### config.mk
export PLATFORM = sky130hd
export DESIGN_NAME = opamp_out_monitor_flat
export DESIGN_NICKNAME = d
export VERILOG_FILES = /design/src/rtl/opamp_out_monitor_pkg.sv /design/src/rtl/opamp_out_monitor_if.sv /design/src/rtl/opamp_out_monitor_mavg.sv /design/src/rtl/opamp_out_monitor.sv /design/src/flat_wrapper.sv
export SDC_FILE = /design/constraint.sdc
export NUM_CORES = 1
export LEC_CHECK = 0
export BUFFER_PORTS_ARGS = -buffer_cell sky130_fd_sc_hd__buf_2
export CAP_MARGIN = 20
export CORE_ASPECT_RATIO = 0.8
export CORE_MARGIN = 2
export CORE_UTILIZATION = 41
export DETAILED_ROUTE_END_ITERATION = 12
export GPL_TIMING_DRIVEN = 1
export PLACE_DENSITY = 0.67
export SLEW_MARGIN = 10
export SYNTH_ARGS = -nofsm -noshare
export SYNTH_HDL_FRONTEND = slang
export SYNTH_SLANG_ARGS = --single-unit
### constraint.sdc
create_clock -name clk -period 5.9 [get_ports clk]
set_clock_uncertainty 0.15 [all_clocks]
set_input_delay 0.59 -clock clk [delete_from_list [all_inputs] [get_ports clk]]
set_output_delay 0.59 -clock clk [all_outputs]
set_load 0.02 [all_outputs]
### src/rtl/opamp_out_monitor_pkg.sv
// Shared definitions for the op-amp output monitor: state encoding and default limits.
package opamp_pkg;

   typedef enum logic [1:0] {
      ST_INIT    = 2'd0,
      ST_LINEAR  = 2'd1,
      ST_SAT_POS = 2'd2,
      ST_SAT_NEG = 2'd3
   } state_e;

   localparam int SAMPLE_W    = 16;
   localparam int SAT_HI_DEF  = 12000;
   localparam int SAT_LO_DEF  = -12000;
   localparam int HYST_DEF    = 500;

endpackage

### src/rtl/opamp_out_monitor_if.sv
// Sample input and status outputs of the op-amp output monitor.
interface opamp_out_monitor_if #(
   parameter int WIDTH = opamp_pkg::SAMPLE_W
);
   logic                    en;
   logic signed [WIDTH-1:0] vin;
   logic signed [WIDTH-1:0] avg_out;
   logic                    avg_valid;
   logic [1:0]              state;
   logic                    sat_pos;
   logic                    sat_neg;
   logic                    zero_cross;

   modport master (output en, vin,
                   input  avg_out, avg_valid, state, sat_pos, sat_neg, zero_cross);
   modport slave  (input  en, vin,
                   output avg_out, avg_valid, state, sat_pos, sat_neg, zero_cross);
endinterface

### src/rtl/opamp_out_monitor_mavg.sv
// Sample divider plus 2^AVG_LOG2-deep moving average with floor rounding.
module opamp_mavg
   import opamp_pkg::*;
#(
   parameter int WIDTH      = SAMPLE_W,
   parameter int AVG_LOG2   = 3,
   parameter int SAMPLE_DIV = 4
) (
   input  logic                    clk,
   input  logic                    rst_n,
   input  logic                    en_i,
   input  logic signed [WIDTH-1:0] vin_i,
   output logic signed [WIDTH-1:0] avg_o,
   output logic                    avg_valid_o
);
   localparam int DEPTH = 1 << AVG_LOG2;
   localparam int SW    = WIDTH + AVG_LOG2;
   localparam int CW    = (SAMPLE_DIV > 1) ? $clog2(SAMPLE_DIV) : 1;

   logic [CW-1:0]           div_q;
   logic                    strobe;
   logic                    strobe_q;
   logic signed [WIDTH-1:0] win_q [DEPTH];
   logic signed [SW-1:0]    sum_q;
   logic signed [SW-1:0]    sum_d;
   logic [AVG_LOG2:0]       fill_q;
   logic                    full;

   assign strobe = en_i && (div_q == CW'(SAMPLE_DIV - 1));
   assign sum_d  = sum_q + SW'(vin_i) - SW'(win_q[DEPTH-1]);
   assign full   = (fill_q == (AVG_LOG2 + 1)'(DEPTH));

   always_ff @(posedge clk) begin
      if (!rst_n) begin
         div_q       <= '0;
         strobe_q    <= 1'b0;
         sum_q       <= '0;
         fill_q      <= '0;
         avg_o       <= '0;
         avg_valid_o <= 1'b0;
         for (int i = 0; i < DEPTH; i++) win_q[i] <= '0;
      end else begin
         if (en_i) div_q <= strobe ? '0 : div_q + 1'b1;
         strobe_q <= strobe;
         if (strobe) begin
            win_q[0] <= vin_i;
            for (int i = 1; i < DEPTH; i++) win_q[i] <= win_q[i-1];
            sum_q <= sum_d;
            if (!full) fill_q <= fill_q + 1'b1;
         end
         // Average of the sample captured one edge earlier; fill_q already counts it.
         avg_valid_o <= strobe_q && full;
         if (strobe_q && full) avg_o <= WIDTH'(sum_q >>> AVG_LOG2);
      end
   end
endmodule

### src/rtl/opamp_out_monitor.sv
// Op-amp output monitor: debounced saturation classifier and zero-cross detector on the moving average.
module opamp_out_monitor
   import opamp_pkg::*;
#(
   parameter int WIDTH      = SAMPLE_W,
   parameter int AVG_LOG2   = 3,
   parameter int SAMPLE_DIV = 4,
   parameter int SAT_HI     = SAT_HI_DEF,
   parameter int SAT_LO     = SAT_LO_DEF,
   parameter int HYST       = HYST_DEF,
   parameter int DEBOUNCE   = 4
) (
   input  logic           clk,
   input  logic           rst_n,
   opamp_out_monitor_if.slave bus
);
   localparam logic signed [WIDTH-1:0] HI_T    = WIDTH'(SAT_HI);
   localparam logic signed [WIDTH-1:0] LO_T    = WIDTH'(SAT_LO);
   localparam logic signed [WIDTH-1:0] HI_EXIT = WIDTH'(SAT_HI - HYST);
   localparam logic signed [WIDTH-1:0] LO_EXIT = WIDTH'(SAT_LO + HYST);

   logic signed [WIDTH-1:0] avg;
   logic                    avg_vld;
   state_e                  state_q, state_d, tgt, dbc_tgt_q, dbc_tgt_d;
   logic                    has_tgt;
   logic [7:0]              dbc_q, dbc_d, dbc_n;
   logic                    sat_pos_q, sat_neg_q, zc_q, prev_neg_q, have_prev_q;

   opamp_mavg #(.WIDTH(WIDTH), .AVG_LOG2(AVG_LOG2), .SAMPLE_DIV(SAMPLE_DIV)) u_mavg (
      .clk         (clk),
      .rst_n       (rst_n),
      .en_i        (bus.en),
      .vin_i       (bus.vin),
      .avg_o       (avg),
      .avg_valid_o (avg_vld)
   );

   always_comb begin
      has_tgt = 1'b0;
      tgt     = state_q;
      case (state_q)
         ST_LINEAR: begin
            if (avg >= HI_T)      begin has_tgt = 1'b1; tgt = ST_SAT_POS; end
            else if (avg <= LO_T) begin has_tgt = 1'b1; tgt = ST_SAT_NEG; end
         end
         ST_SAT_POS: begin
            if (avg <= LO_T)                          begin has_tgt = 1'b1; tgt = ST_SAT_NEG; end
            else if (avg < HI_EXIT && avg > LO_T)     begin has_tgt = 1'b1; tgt = ST_LINEAR;  end
         end
         ST_SAT_NEG: begin
            if (avg >= HI_T)                          begin has_tgt = 1'b1; tgt = ST_SAT_POS; end
            else if (avg > LO_EXIT && avg < HI_T)     begin has_tgt = 1'b1; tgt = ST_LINEAR;  end
         end
         default: ;
      endcase

      // A different candidate than last time restarts the run at one.
      dbc_n     = (dbc_q != 8'd0 && tgt == dbc_tgt_q) ? dbc_q + 8'd1 : 8'd1;
      state_d   = state_q;
      dbc_d     = dbc_q;
      dbc_tgt_d = dbc_tgt_q;
      if (avg_vld) begin
         if (state_q == ST_INIT) begin
            state_d = ST_LINEAR;
            dbc_d   = 8'd0;
         end else if (!has_tgt) begin
            dbc_d = 8'd0;
         end else if (dbc_n >= 8'(DEBOUNCE)) begin
            state_d = tgt;
            dbc_d   = 8'd0;
         end else begin
            dbc_d     = dbc_n;
            dbc_tgt_d = tgt;
         end
      end
   end

   always_ff @(posedge clk) begin
      if (!rst_n) begin
         state_q     <= ST_INIT;
         dbc_q       <= 8'd0;
         dbc_tgt_q   <= ST_INIT;
         sat_pos_q   <= 1'b0;
         sat_neg_q   <= 1'b0;
         zc_q        <= 1'b0;
         prev_neg_q  <= 1'b0;
         have_prev_q <= 1'b0;
      end else begin
         state_q   <= state_d;
         dbc_q     <= dbc_d;
         dbc_tgt_q <= dbc_tgt_d;
         sat_pos_q <= (state_d == ST_SAT_POS);
         sat_neg_q <= (state_d == ST_SAT_NEG);
         zc_q      <= avg_vld && have_prev_q && (avg[WIDTH-1] != prev_neg_q);
         if (avg_vld) begin
            prev_neg_q  <= avg[WIDTH-1];
            have_prev_q <= 1'b1;
         end
      end
   end

   assign bus.avg_out    = avg;
   assign bus.avg_valid  = avg_vld;
   assign bus.state      = state_q;
   assign bus.sat_pos    = sat_pos_q;
   assign bus.sat_neg    = sat_neg_q;
   assign bus.zero_cross = zc_q;
endmodule

### src/flat_wrapper.sv
// flat-port wrapper written by rule: the top's interface ports become plain ports
module opamp_out_monitor_flat import opamp_pkg::*;
#(
   parameter int WIDTH      = SAMPLE_W,
   parameter int AVG_LOG2   = 3,
   parameter int SAMPLE_DIV = 4,
   parameter int SAT_HI     = SAT_HI_DEF,
   parameter int SAT_LO     = SAT_LO_DEF,
   parameter int HYST       = HYST_DEF,
   parameter int DEBOUNCE   = 4
)
  (clk, rst_n, bus_en, bus_vin, bus_avg_out, bus_avg_valid, bus_state, bus_sat_pos, bus_sat_neg, bus_zero_cross);
  opamp_out_monitor_if #(.WIDTH(WIDTH)) bus_i ();
  input  logic clk;
  input  logic rst_n;
  input wire logic [$bits(bus_i.en)-1:0] bus_en;
  input wire logic [$bits(bus_i.vin)-1:0] bus_vin;
  output wire logic [$bits(bus_i.avg_out)-1:0] bus_avg_out;
  output wire logic [$bits(bus_i.avg_valid)-1:0] bus_avg_valid;
  output wire logic [$bits(bus_i.state)-1:0] bus_state;
  output wire logic [$bits(bus_i.sat_pos)-1:0] bus_sat_pos;
  output wire logic [$bits(bus_i.sat_neg)-1:0] bus_sat_neg;
  output wire logic [$bits(bus_i.zero_cross)-1:0] bus_zero_cross;
  assign bus_i.en = bus_en;
  assign bus_i.vin = bus_vin;
  assign bus_avg_out = bus_i.avg_out;
  assign bus_avg_valid = bus_i.avg_valid;
  assign bus_state = bus_i.state;
  assign bus_sat_pos = bus_i.sat_pos;
  assign bus_sat_neg = bus_i.sat_neg;
  assign bus_zero_cross = bus_i.zero_cross;
  opamp_out_monitor #(.WIDTH(WIDTH), .AVG_LOG2(AVG_LOG2), .SAMPLE_DIV(SAMPLE_DIV), .SAT_HI(SAT_HI), .SAT_LO(SAT_LO), .HYST(HYST), .DEBOUNCE(DEBOUNCE)) u_core (.clk(clk), .rst_n(rst_n), .bus(bus_i));
endmodule
==> results.ini <==
[sta]
tightest_slew_ns=1.04
fmax_mhz=294
tns_ns=0
slew_headroom=0.306
fin_crit_sh=0.577
period_needed_ns=3.40
drv_slew=0
worst_slack_ns=2.50
rsz0062_at_grt=no
setup_viol=0
hold_violations=0

[worst_hold_path]
worstHoldPathCells=2
hold_path_class=flip-flop to flip-flop
hold_path_end=u_core.u_mavg.sum_q[2]
min_from=u_core.u_mavg.sum_q[2]

[floorplanning]
dieArea_um2=22800
design.core.area_um2=21400
die_h_um=136
initial_core_util=0.415
fp.dieW_um=168
boundaryPins=41
rows=48

[cells_and_area]
area_growth_pct=11.5
multi_input_area_um2=3320
drive_gt1_frac=0.115
fill_cells=2005
diodes=0
fin_nets=886
regArea_um2=5040

[synthesis]
synth_common_cells=128 x edfxtp_1, 86 x inv_1, 83 x and3_1, 71 x nand2_1, 60 x dfxtp_1
ys_types=66
yosysMostFrequentCell=edfxtp_1
synth_area_leaders=edfxtp_1 43%, dfxtp_1 14%, and3_1 5.9%, fa_1 4.1%, inv_1 3.6%
ys_warn_count=0
synth.cell_area_um2=8860
ys_seq_elements=188
synth-edff-count=128
synthCells=796
async_flop_share=0
yosysSeqAreaShare=0.569
syn_avg_cell_area_um2=11.1
yosys_most_used_dff=edfxtp_1
synthesis.nets=858
yosysTopAreaCellShare=0.434
yosysTopAreaCell=edfxtp_1

[grt]
grt_first_pass_wirelength_mm=27.1
grt_pass1_vias=5324
grt_start_max_net_pins=100
overflow=0
grt_use_total=0.150
antenna_found_initial=0

[clock_network]
cts_root_buffer=clkbuf_16
htree_levels=4
ctsResizeCount=0
cts_made_buffers=17
cts_buffer_depth=2
cts_tree=yes
clock_latency_ns=0.43
hold_buffers=0
clk_pin_slew_ns=0.07
numClockSinks=188
cts_setup_buffers=0

[route]
first_iter_violations=431
vias_per_cell=5.14
vias=5719
drt-total-wl_mm=16.5
drcViolationCount=0
drtPass1Iterations=5
wl_per_cell_um=14.8
ant_nets=0

[critical_path]
reg2reg_depth=11
rr_endpoint=u_core.u_mavg.sum_q[18]
cp_cell_sequence=inv_1, fa_1, fa_1, nand2b_1, a211oi_1, nor2_1, a2111oi_0, nor2_1, o21ai_1, mux2i_1, mux2i_1
crit_path_start_kind=flip-flop
cp.depth=11
crit_family=adder cells
cp.arrival_ns=3.62
worst_ep_required_time_ns=6.11
crit_type=flip-flop to flip-flop
cp_max_fo=4
r2r_start=u_core.u_mavg.sum_q[1]
cpMaxStageDelayCell=fa_1
critPathMaxStageDelay_ns=0.51
reg2reg_slack_ns=2.50
cp_num_buf_inv=1
crit_path_end_kind=flip-flop

[placed_design]
dp_hpwl_mm=10.7
portBuffers=40
pre_cts_ws_ns=2.18
gp_congestion=0.818

[run]
drv_cap=0

[power_and_ir_drop]
leakage_nw=4.20
peakVddDrop_mv=0.133
p_per_area_nw_per_um2=291

[status]
status=finished clean

[cells in the final DEF (no fill, tap or decap), drive strengths merged, types with 4 or more instances in the layout]
| cell type | instances |
|---|---|
| nand3 | 7 |
| o22ai | 4 |
| nand4 | 5 |
| clkbuf | 23 |
| buf | 46 |
| ha | 25 |
| a21o | 8 |
| fa | 18 |
| a211oi | 8 |
| and2 | 42 |
| nand2b | 6 |
| and3 | 87 |
| a21oi | 43 |
| dfxtp | 60 |
| nor3 | 7 |
| mux2i | 7 |
| o21ai | 18 |
| nor2 | 51 |
| o211ai | 5 |
| xor2 | 7 |
| inv | 91 |
| o21a | 7 |
| nand2 | 71 |
| edfxtp | 128 |
| xnor2 | 9 |
[sequential cells by signal, summed over array words and instances (netlist names), 2 cells and up, named ones only]
name                  flops
u_core.u_mavg.avg_o      16
u_core.u_mavg.sum_q      19
u_core.u_mavg.div_q       2
u_core.dbc_tgt_q          2
u_core.u_mavg.win_q     128
u_core.u_mavg.fill_q      4
u_core.dbc_q              8
[per-stage QoR]
step                      hold slack [ns]  std cells  utilization  instance area [um^2]  power, W
after global placement              0.294       1080        0.434                  9280   0.00174
after CTS                           0.310       1112        0.462                  9880   0.00290
after detailed placement            0.304       1080        0.434                  9280   0.00175
final                               0.311       1112        0.462                  9880   0.00288
after floorplan                     0.282        796            -                  8860   0.00169
after global routing                0.328       1112        0.462                  9880   0.00299
[layout make-up]
cell class                      count  share of cell area
Sequential cell                   188               0.510
Multi-Input combinational cell    485               0.336
Clock buffer                       23              0.0549
Tap cell                          275              0.0348
Inverter                           86              0.0327
Timing Repair Buffer               46              0.0248
Clock inverter                      9             0.00658
[cells by family after synthesis]
group,share of synthesized area
fa+ha+maj,0.0759
buf+inv,0.0575
xor+xnor,0.0158
flops,0.569
simple gates,0.182
compound gates,0.0915
mux,0.00791
[worst min-delay path: stages, from the launching register on]
cell     delay (ns)
dfxtp_1        0.31
nand2_1        0.05
a21oi_1        0.05
[metal layers]
layer | GRT usage | up-vias | share of wire
li1 | - | 2832 | -
met2 | 0.204 | 112 | 0.40
met3 | 0.0272 | 17 | 0.038
met1 | 0.237 | 2758 | 0.55
met5 | 0 | - | 0
met4 | 0.0551 | 0 | 0.013
[worst max path at each step]
stage                      startpoint                        end  slack [ns]
6_report       u_core.u_mavg.sum_q[1]    u_core.u_mavg.sum_q[18]        2.50
5_1_grt        u_core.u_mavg.sum_q[1]    u_core.u_mavg.sum_q[18]        2.30
4_1_cts        u_core.u_mavg.sum_q[1]    u_core.u_mavg.sum_q[17]        2.52
3_5_place_dp               bus_vin[1]    u_core.u_mavg.sum_q[17]        2.18
3_3_place_gp               bus_vin[1]    u_core.u_mavg.sum_q[17]        2.20
2_1_floorplan                  bus_en  u_core.u_mavg.win_q[0][0]        1.43
[power by group]
| group | total (W) | internal (W) | leakage, nW | switching [W] |
|---|---|---|---|---|
| Combinational | 0.000253 | 0.0000966 | 2.10 | 0.000157 |
| Sequential | 0.00146 | 0.00145 | 1.80 | 0.0000135 |
| Clock | 0.00116 | 0.000657 | 0.302 | 0.000502 |
(Power assumes the default switching activity.)
